===== config.mk =====
export PLATFORM = sky130hd
export DESIGN_NAME = frame_sync_rx
export DESIGN_NICKNAME = d
export VERILOG_FILES = /design/src/rtl/frame_sync_rx.sv
export SDC_FILE = /design/constraint.sdc
export NUM_CORES = 1
export LEC_CHECK = 0
export ABC_AREA = 1
export ABC_CLOCK_PERIOD_IN_PS = 5120
export CAP_MARGIN = 25
export CORE_MARGIN = 4
export CORE_UTILIZATION = 60
export DETAILED_ROUTE_END_ITERATION = 10
export PLACE_DENSITY = 0.81
export SETUP_SLACK_MARGIN = 0.2
export SKIP_CTS_REPAIR_TIMING = 1
export SLEW_MARGIN = 0
export SYNTH_ARGS = -nofsm -noshare
export SYNTH_HDL_FRONTEND = slang
export SYNTH_SLANG_ARGS = --single-unit

===== constraint.sdc =====
create_clock -name clk -period 5.12 [get_ports clk]
set_input_delay 1.024 -clock clk [delete_from_list [all_inputs] [get_ports clk]]
set_output_delay 1.024 -clock clk [all_outputs]
set_load 0.05 [all_outputs]

===== src/rtl/frame_sync_rx.sv =====
// rtl/frame_sync_rx.sv - serial deframer: sync hunt, length, payload words, CRC-8, commit-on-good FIFO
module frame_sync_rx #(
  parameter logic [15:0] SYNC_WORD = 16'hEB90,
  parameter int          DEPTH     = 16,
  parameter int          TIMEOUT   = 1024
) (
  input  logic        clk,
  input  logic        rst_n,
  input  logic        i_rx_start_pulse,
  input  logic        i_bit_valid,
  input  logic        i_bit_data,
  input  logic        i_rx_rd_en,
  output logic [31:0] o_rd_data,
  output logic        o_empty,
  output logic [7:0]  o_word_cnt,
  output logic        o_frame_done,
  output logic        o_crc_err,
  output logic        o_len_err,
  output logic        o_timeout,
  output logic        o_busy
);

  localparam int AW = $clog2(DEPTH);
  localparam int PW = AW + 1;
  localparam int TW = $clog2(TIMEOUT + 1);
  localparam logic [TW-1:0] TMAX = TW'(TIMEOUT - 1);

  typedef enum logic [2:0] {S_IDLE, S_HUNT, S_LEN, S_PAYLOAD, S_CRC} state_t;

  function automatic logic [7:0] crc8_bit(input logic [7:0] c, input logic b);
    crc8_bit = {c[6:0], 1'b0} ^ ((c[7] ^ b) ? 8'h07 : 8'h00);
  endfunction

  state_t          state_q, state_d;
  logic [14:0]     hunt_q, hunt_d;
  logic [31:0]     sh_q, sh_d;
  logic [4:0]      bit_cnt_q, bit_cnt_d;
  logic [7:0]      words_left_q, words_left_d;
  logic [7:0]      crc_q, crc_d;
  logic [TW-1:0]   timer_q, timer_d;
  logic [PW-1:0]   wr_ptr_q, wr_ptr_d;
  logic [PW-1:0]   wr_tmp_q, wr_tmp_d;
  logic [PW-1:0]   rd_ptr_q, rd_ptr_d;
  logic            done_q, done_d;
  logic            crc_err_q, crc_err_d;
  logic            len_err_q, len_err_d;
  logic            timeout_q, timeout_d;

  logic [31:0]     mem [DEPTH];
  logic            mem_we;
  logic [AW-1:0]   mem_waddr;
  logic [31:0]     mem_wdata;

  logic [PW-1:0]   ptr_diff;
  logic [8:0]      count;
  logic [8:0]      free_words;
  logic            empty;
  logic [31:0]     shifted;
  logic [7:0]      crc_next;
  logic            in_frame;

  // Only committed words (wr_ptr) count toward occupancy; staging is invisible.
  assign ptr_diff   = wr_ptr_q - rd_ptr_q;
  assign count      = 9'(ptr_diff);
  assign free_words = 9'(DEPTH) - count;
  assign empty      = (count == 9'd0);
  assign shifted    = {sh_q[30:0], i_bit_data};
  assign crc_next   = crc8_bit(crc_q, i_bit_data);
  assign in_frame   = (state_q == S_LEN) || (state_q == S_PAYLOAD) || (state_q == S_CRC);

  always_comb begin
    state_d      = state_q;
    hunt_d       = hunt_q;
    sh_d         = sh_q;
    bit_cnt_d    = bit_cnt_q;
    words_left_d = words_left_q;
    crc_d        = crc_q;
    timer_d      = timer_q;
    wr_ptr_d     = wr_ptr_q;
    wr_tmp_d     = wr_tmp_q;
    rd_ptr_d     = rd_ptr_q;
    done_d       = 1'b0;
    crc_err_d    = 1'b0;
    len_err_d    = 1'b0;
    timeout_d    = 1'b0;
    mem_we       = 1'b0;
    mem_waddr    = wr_tmp_q[AW-1:0];
    mem_wdata    = shifted;

    if (i_rx_rd_en && !empty) rd_ptr_d = rd_ptr_q + 1'b1;

    if (in_frame) begin
      if (i_bit_valid) begin
        timer_d = '0;
      end else if (timer_q == TMAX) begin
        wr_tmp_d  = wr_ptr_q;
        timeout_d = 1'b1;
        state_d   = S_IDLE;
      end else begin
        timer_d = timer_q + 1'b1;
      end
    end

    case (state_q)
      S_IDLE: begin
        if (i_rx_start_pulse) begin
          state_d = S_HUNT;
          hunt_d  = '0;
        end
      end
      S_HUNT: begin
        if (i_bit_valid) begin
          hunt_d = {hunt_q[13:0], i_bit_data};
          if ({hunt_q, i_bit_data} == SYNC_WORD) begin
            state_d   = S_LEN;
            bit_cnt_d = '0;
            crc_d     = '0;
            timer_d   = '0;
            sh_d      = '0;
          end
        end
      end
      S_LEN: begin
        if (i_bit_valid) begin
          sh_d      = shifted;
          crc_d     = crc_next;
          bit_cnt_d = bit_cnt_q + 1'b1;
          if (bit_cnt_q == 5'd7) begin
            bit_cnt_d = '0;
            if (shifted[7:0] == 8'd0 || {1'b0, shifted[7:0]} > free_words) begin
              len_err_d = 1'b1;
              state_d   = S_HUNT;
              hunt_d    = '0;
            end else begin
              words_left_d = shifted[7:0];
              state_d      = S_PAYLOAD;
            end
          end
        end
      end
      S_PAYLOAD: begin
        if (i_bit_valid) begin
          sh_d      = shifted;
          crc_d     = crc_next;
          bit_cnt_d = bit_cnt_q + 1'b1;
          if (bit_cnt_q == 5'd31) begin
            mem_we       = 1'b1;
            wr_tmp_d     = wr_tmp_q + 1'b1;
            bit_cnt_d    = '0;
            words_left_d = words_left_q - 1'b1;
            if (words_left_q == 8'd1) state_d = S_CRC;
          end
        end
      end
      S_CRC: begin
        if (i_bit_valid) begin
          sh_d      = shifted;
          bit_cnt_d = bit_cnt_q + 1'b1;
          if (bit_cnt_q == 5'd7) begin
            bit_cnt_d = '0;
            state_d   = S_IDLE;
            if (shifted[7:0] == crc_q) begin
              wr_ptr_d = wr_tmp_q;
              done_d   = 1'b1;
            end else begin
              wr_tmp_d  = wr_ptr_q;
              crc_err_d = 1'b1;
            end
          end
        end
      end
      default: state_d = S_IDLE;
    endcase
  end

  always_ff @(posedge clk or negedge rst_n) begin
    if (!rst_n) begin
      state_q      <= S_IDLE;
      hunt_q       <= '0;
      sh_q         <= '0;
      bit_cnt_q    <= '0;
      words_left_q <= '0;
      crc_q        <= '0;
      timer_q      <= '0;
      wr_ptr_q     <= '0;
      wr_tmp_q     <= '0;
      rd_ptr_q     <= '0;
      done_q       <= 1'b0;
      crc_err_q    <= 1'b0;
      len_err_q    <= 1'b0;
      timeout_q    <= 1'b0;
    end else begin
      state_q      <= state_d;
      hunt_q       <= hunt_d;
      sh_q         <= sh_d;
      bit_cnt_q    <= bit_cnt_d;
      words_left_q <= words_left_d;
      crc_q        <= crc_d;
      timer_q      <= timer_d;
      wr_ptr_q     <= wr_ptr_d;
      wr_tmp_q     <= wr_tmp_d;
      rd_ptr_q     <= rd_ptr_d;
      done_q       <= done_d;
      crc_err_q    <= crc_err_d;
      len_err_q    <= len_err_d;
      timeout_q    <= timeout_d;
    end
  end

  always_ff @(posedge clk) begin
    if (mem_we) mem[mem_waddr] <= mem_wdata;
  end

  assign o_rd_data    = empty ? 32'd0 : mem[rd_ptr_q[AW-1:0]];
  assign o_empty      = empty;
  assign o_word_cnt   = count[7:0];
  assign o_frame_done = done_q;
  assign o_crc_err    = crc_err_q;
  assign o_len_err    = len_err_q;
  assign o_timeout    = timeout_q;
  assign o_busy       = (state_q != S_IDLE);

endmodule


==> reports/results.tsv, run 1 <==
metric	value	unit
place_congestion	0.859	
wire_per_inst	22.0	um
core_area	42300	um^2
synth.avg_cell_area	11.5	um^2
crit_start	rd_ptr_q[1]	
diodes	0	
r2r-end	words_left_q[1]	
end_kind	output pin	
ctsHtreeMaxLevel	2	
dr.first_iter.drc_count	2185	
fp.dieW	216	um
synth_cells	2256	
first_pass_iters	7	
tns	0	ns
start_kind	register	
fillCellCount	2810	
io_pins	52	
cts_max_path_buffers	3	
vias	18017	
yosysWarnings	0	
grt_max_degree	260	
cp_data_required_time	4.10	ns
cts_tree	built	
numCtsBuffers	57	
ant_nets	0	
gr-total-overflow	0	
period_share	0.924	
synth-edff-count	512	
die_area	46600	um^2
status	finished, final reports clean	
stdcell_count	2900	
yosysSeqAreaShare	0.689	
synth_cell_type_count	53	
tightestPinTransition	1.47	ns
antenna_found_initial	0	
critPathMaxFanout	26	
synth_seq_cells	612	
portBuffers	48	
grt_pass1_vias	17915	
ys.flop_type	edfxtp_1	
dp_hpwl	35500	um
fin_ws	0.392	ns
power.ir.vdd_worst	0.000466	V
r2r_start	rd_ptr_q[1]	
dp_slack	1.04	ns
setup_viol	0	
vias_per_cell	6.21	
cts_root_buf	clkbuf_16	
final_nets	2309	
cap_violations	0	
dp.cells	2791	
hold_viol_final	0	
die_h	216	um
powerDensity	537	nW/um^2
max_slew_margin	0.0225	
rsz0062_at_grt	no	
crit_path_end	o_rd_data[23]	
drc	0	
r2r_setup_slack	1.47	ns
drive_gt1_frac	0.0947	
leakage	11.1	nW
start_util	0.613	
clk_pin_slew_worst_paths	0.06	ns
final.min_clock_period	4.73	ns
worstPathArrival	3.70	ns
core.rowCount	75	
wl	63700	um
grt_util_all_layers	0.267	
async_flop_share	0.163	
clock-skew-final	0.0310	ns
reg2reg_depth	14	
hold_path_class	in2async	
path_class	reg2out	
clk_latency	0.63	ns
areaGrowthSynthToFinish	11.8	%
finalMaxSlewViolations	0	
clock-sinks	612	
fmax	0.211	GHz
netlist_area	25900	um^2
grt_first_pass_wirelength	98200	um
worst max-delay path, cell delays in order (launching register included):
cell and delay, ns:
dfrtp_4 0.67, fa_1 0.63, ha_1 0.21, nor3b_1 0.26, ha_2 0.53, buf_4 0.41, nor3_1 0.14, buf_4 0.22
metal layers:
metal  up-vias  GRT usage  part of all wire
li1       8069          -                 -
met1      8715      0.354              0.38
met2      1089      0.440              0.49
met3       144     0.0471             0.099
met4         0      0.114             0.035
met5         -          0                 0
worst min path at each step:
| stage | to | slack, ns |
|---|---|---|
| after global placement | hunt_q[0] | 0.46 |
| final | timer_q[8] | 0.22 |
| after global routing | timer_q[8] | 0.20 |
| after floorplan | hunt_q[0] | 0.44 |
| after CTS | hunt_q[4] | 0.47 |
| after detailed placement | hunt_q[9] | 0.46 |
synth_stat cells (2+ instances only):
| cell type | n | area (um^2) |
|---|---|---|
| inv_2 | 7 | 26.3 |
| nor2_8 | 2 | 40.0 |
| a221oi_1 | 22 | 193 |
| nand2_4 | 2 | 22.5 |
| nand2_2 | 10 | 62.6 |
| nor3_1 | 60 | 300 |
| nor2_1 | 130 | 488 |
| o21ai_2 | 2 | 17.5 |
| clkbuf_1 | 50 | 188 |
| a22oi_1 | 13 | 97.6 |
| nor3_4 | 2 | 32.5 |
| ha_1 | 25 | 313 |
| xnor2_1 | 4 | 35.0 |
| nor2_4 | 3 | 33.8 |
| o22ai_1 | 5 | 31.3 |
| nand3b_1 | 8 | 60.1 |
| and3_1 | 2 | 12.5 |
| buf_1 | 21 | 78.8 |
| o31ai_1 | 35 | 263 |
| o211ai_1 | 4 | 30.0 |
| a32o_1 | 31 | 310 |
| buf_4 | 6 | 45.0 |
| inv_4 | 2 | 12.5 |
| nand4_1 | 9 | 56.3 |
| a31oi_1 | 5 | 31.3 |
| nand3_1 | 155 | 776 |
| buf_2 | 50 | 250 |
| edfxtp_1 | 512 | 15400 |
| nor4_1 | 3 | 18.8 |
| dfrtp_1 | 100 | 2500 |
| o21ai_1 | 5 | 25.0 |
| nand2_1 | 576 | 2160 |
| nor2_2 | 5 | 31.3 |
| inv_1 | 76 | 285 |
| xor2_1 | 14 | 123 |
| buf_6 | 4 | 45.0 |
| o21ai_0 | 82 | 410 |
| a21o_1 | 2 | 15.0 |
| a21oi_1 | 198 | 991 |
state kept, by name, summed over array words and instances (netlist names):
| register | flops |
|---|---|
| mem | 512 |
| o_crc_err | 1 |
| wr_ptr_q | 5 |
| crc_q | 8 |
| timer_q | 11 |
| sh_q | 31 |
| bit_cnt_q | 5 |
| o_timeout | 1 |
| o_frame_done | 1 |
| state_q | 3 |
| wr_tmp_q | 5 |
| words_left_q | 8 |
| o_len_err | 1 |
| rd_ptr_q | 5 |
| hunt_q | 15 |
cells in the final DEF, fill, tap and decap left out, types with 22 or more instances in the layout:
cell       Yosys  routed
ha_1          25      24
a21oi_1      198     198
o21ai_0       82      82
buf_4          6      62
nor3_1        60      57
nor2_1       130     116
a32o_1        31      31
dfrtp_1      100      98
inv_1         76      76
a221oi_1      22      22
o31ai_1       35      35
nand3_1      155     155
nand2_1      576     575
clkbuf_16      0      58
edfxtp_1     512     512
layout make-up:
class	count	area (um^2)	share of cell area
sequential	612	17900	0.617
multi-input combinational	1429	7250	0.250
clock buffer	79	1570	0.0542
timing repair buffer	91	928	0.0320
tap	577	722	0.0249
inverter	86	335	0.0116
clock inverter	26	292	0.0101
through the flow:
stage | util | hold slack (ns) | power [mW] | area [um^2]
after floorplan | - | 0.442 | 9.64 | 25900
after global placement | 0.637 | 0.455 | 11.2 | 27000
after detailed placement | 0.638 | 0.460 | 11.3 | 27000
after CTS | 0.682 | 0.473 | 15.5 | 28900
after global routing | 0.685 | 0.204 | 16.2 | 29000
final | 0.685 | 0.224 | 15.6 | 29000
report_power, final:
| group | internal, mW | switching, mW |
|---|---|---|
| clock | 2.40 | 1.81 |
| sequential | 5.47 | 0.179 |
| combinational | 1.59 | 4.10 |
cells by family (layout without fill, tap and decap cells):
kind of cell             count (synthesis)  after routing  synth area share
buffers and inverters                  217            282            0.0360
flip-flops                             612            612             0.689
other                                    1              3          0.000145
adder cells (fa/ha/maj)                 26             26            0.0128
XOR/XNOR                                18             18           0.00608
AND/OR/NAND/NOR                        975            975             0.161
AO/OA/AOI/OAI                          407            407            0.0942
Note: power is estimated with default switching activity, not from simulation.
==> inputs of run 2 (changes only) <==
--- a/config.mk
+++ b/config.mk
@@ -14,6 +14,7 @@
 export PLACE_DENSITY = 0.81
 export SETUP_SLACK_MARGIN = 0.2
 export SKIP_CTS_REPAIR_TIMING = 1
+export SKIP_LAST_GASP = 1
 export SLEW_MARGIN = 0
 export SYNTH_ARGS = -nofsm -noshare
 export SYNTH_HDL_FRONTEND = slang
==> results of run 2 <==
Same layout as run 1: the final DEF is identical, and so are final timing and power.
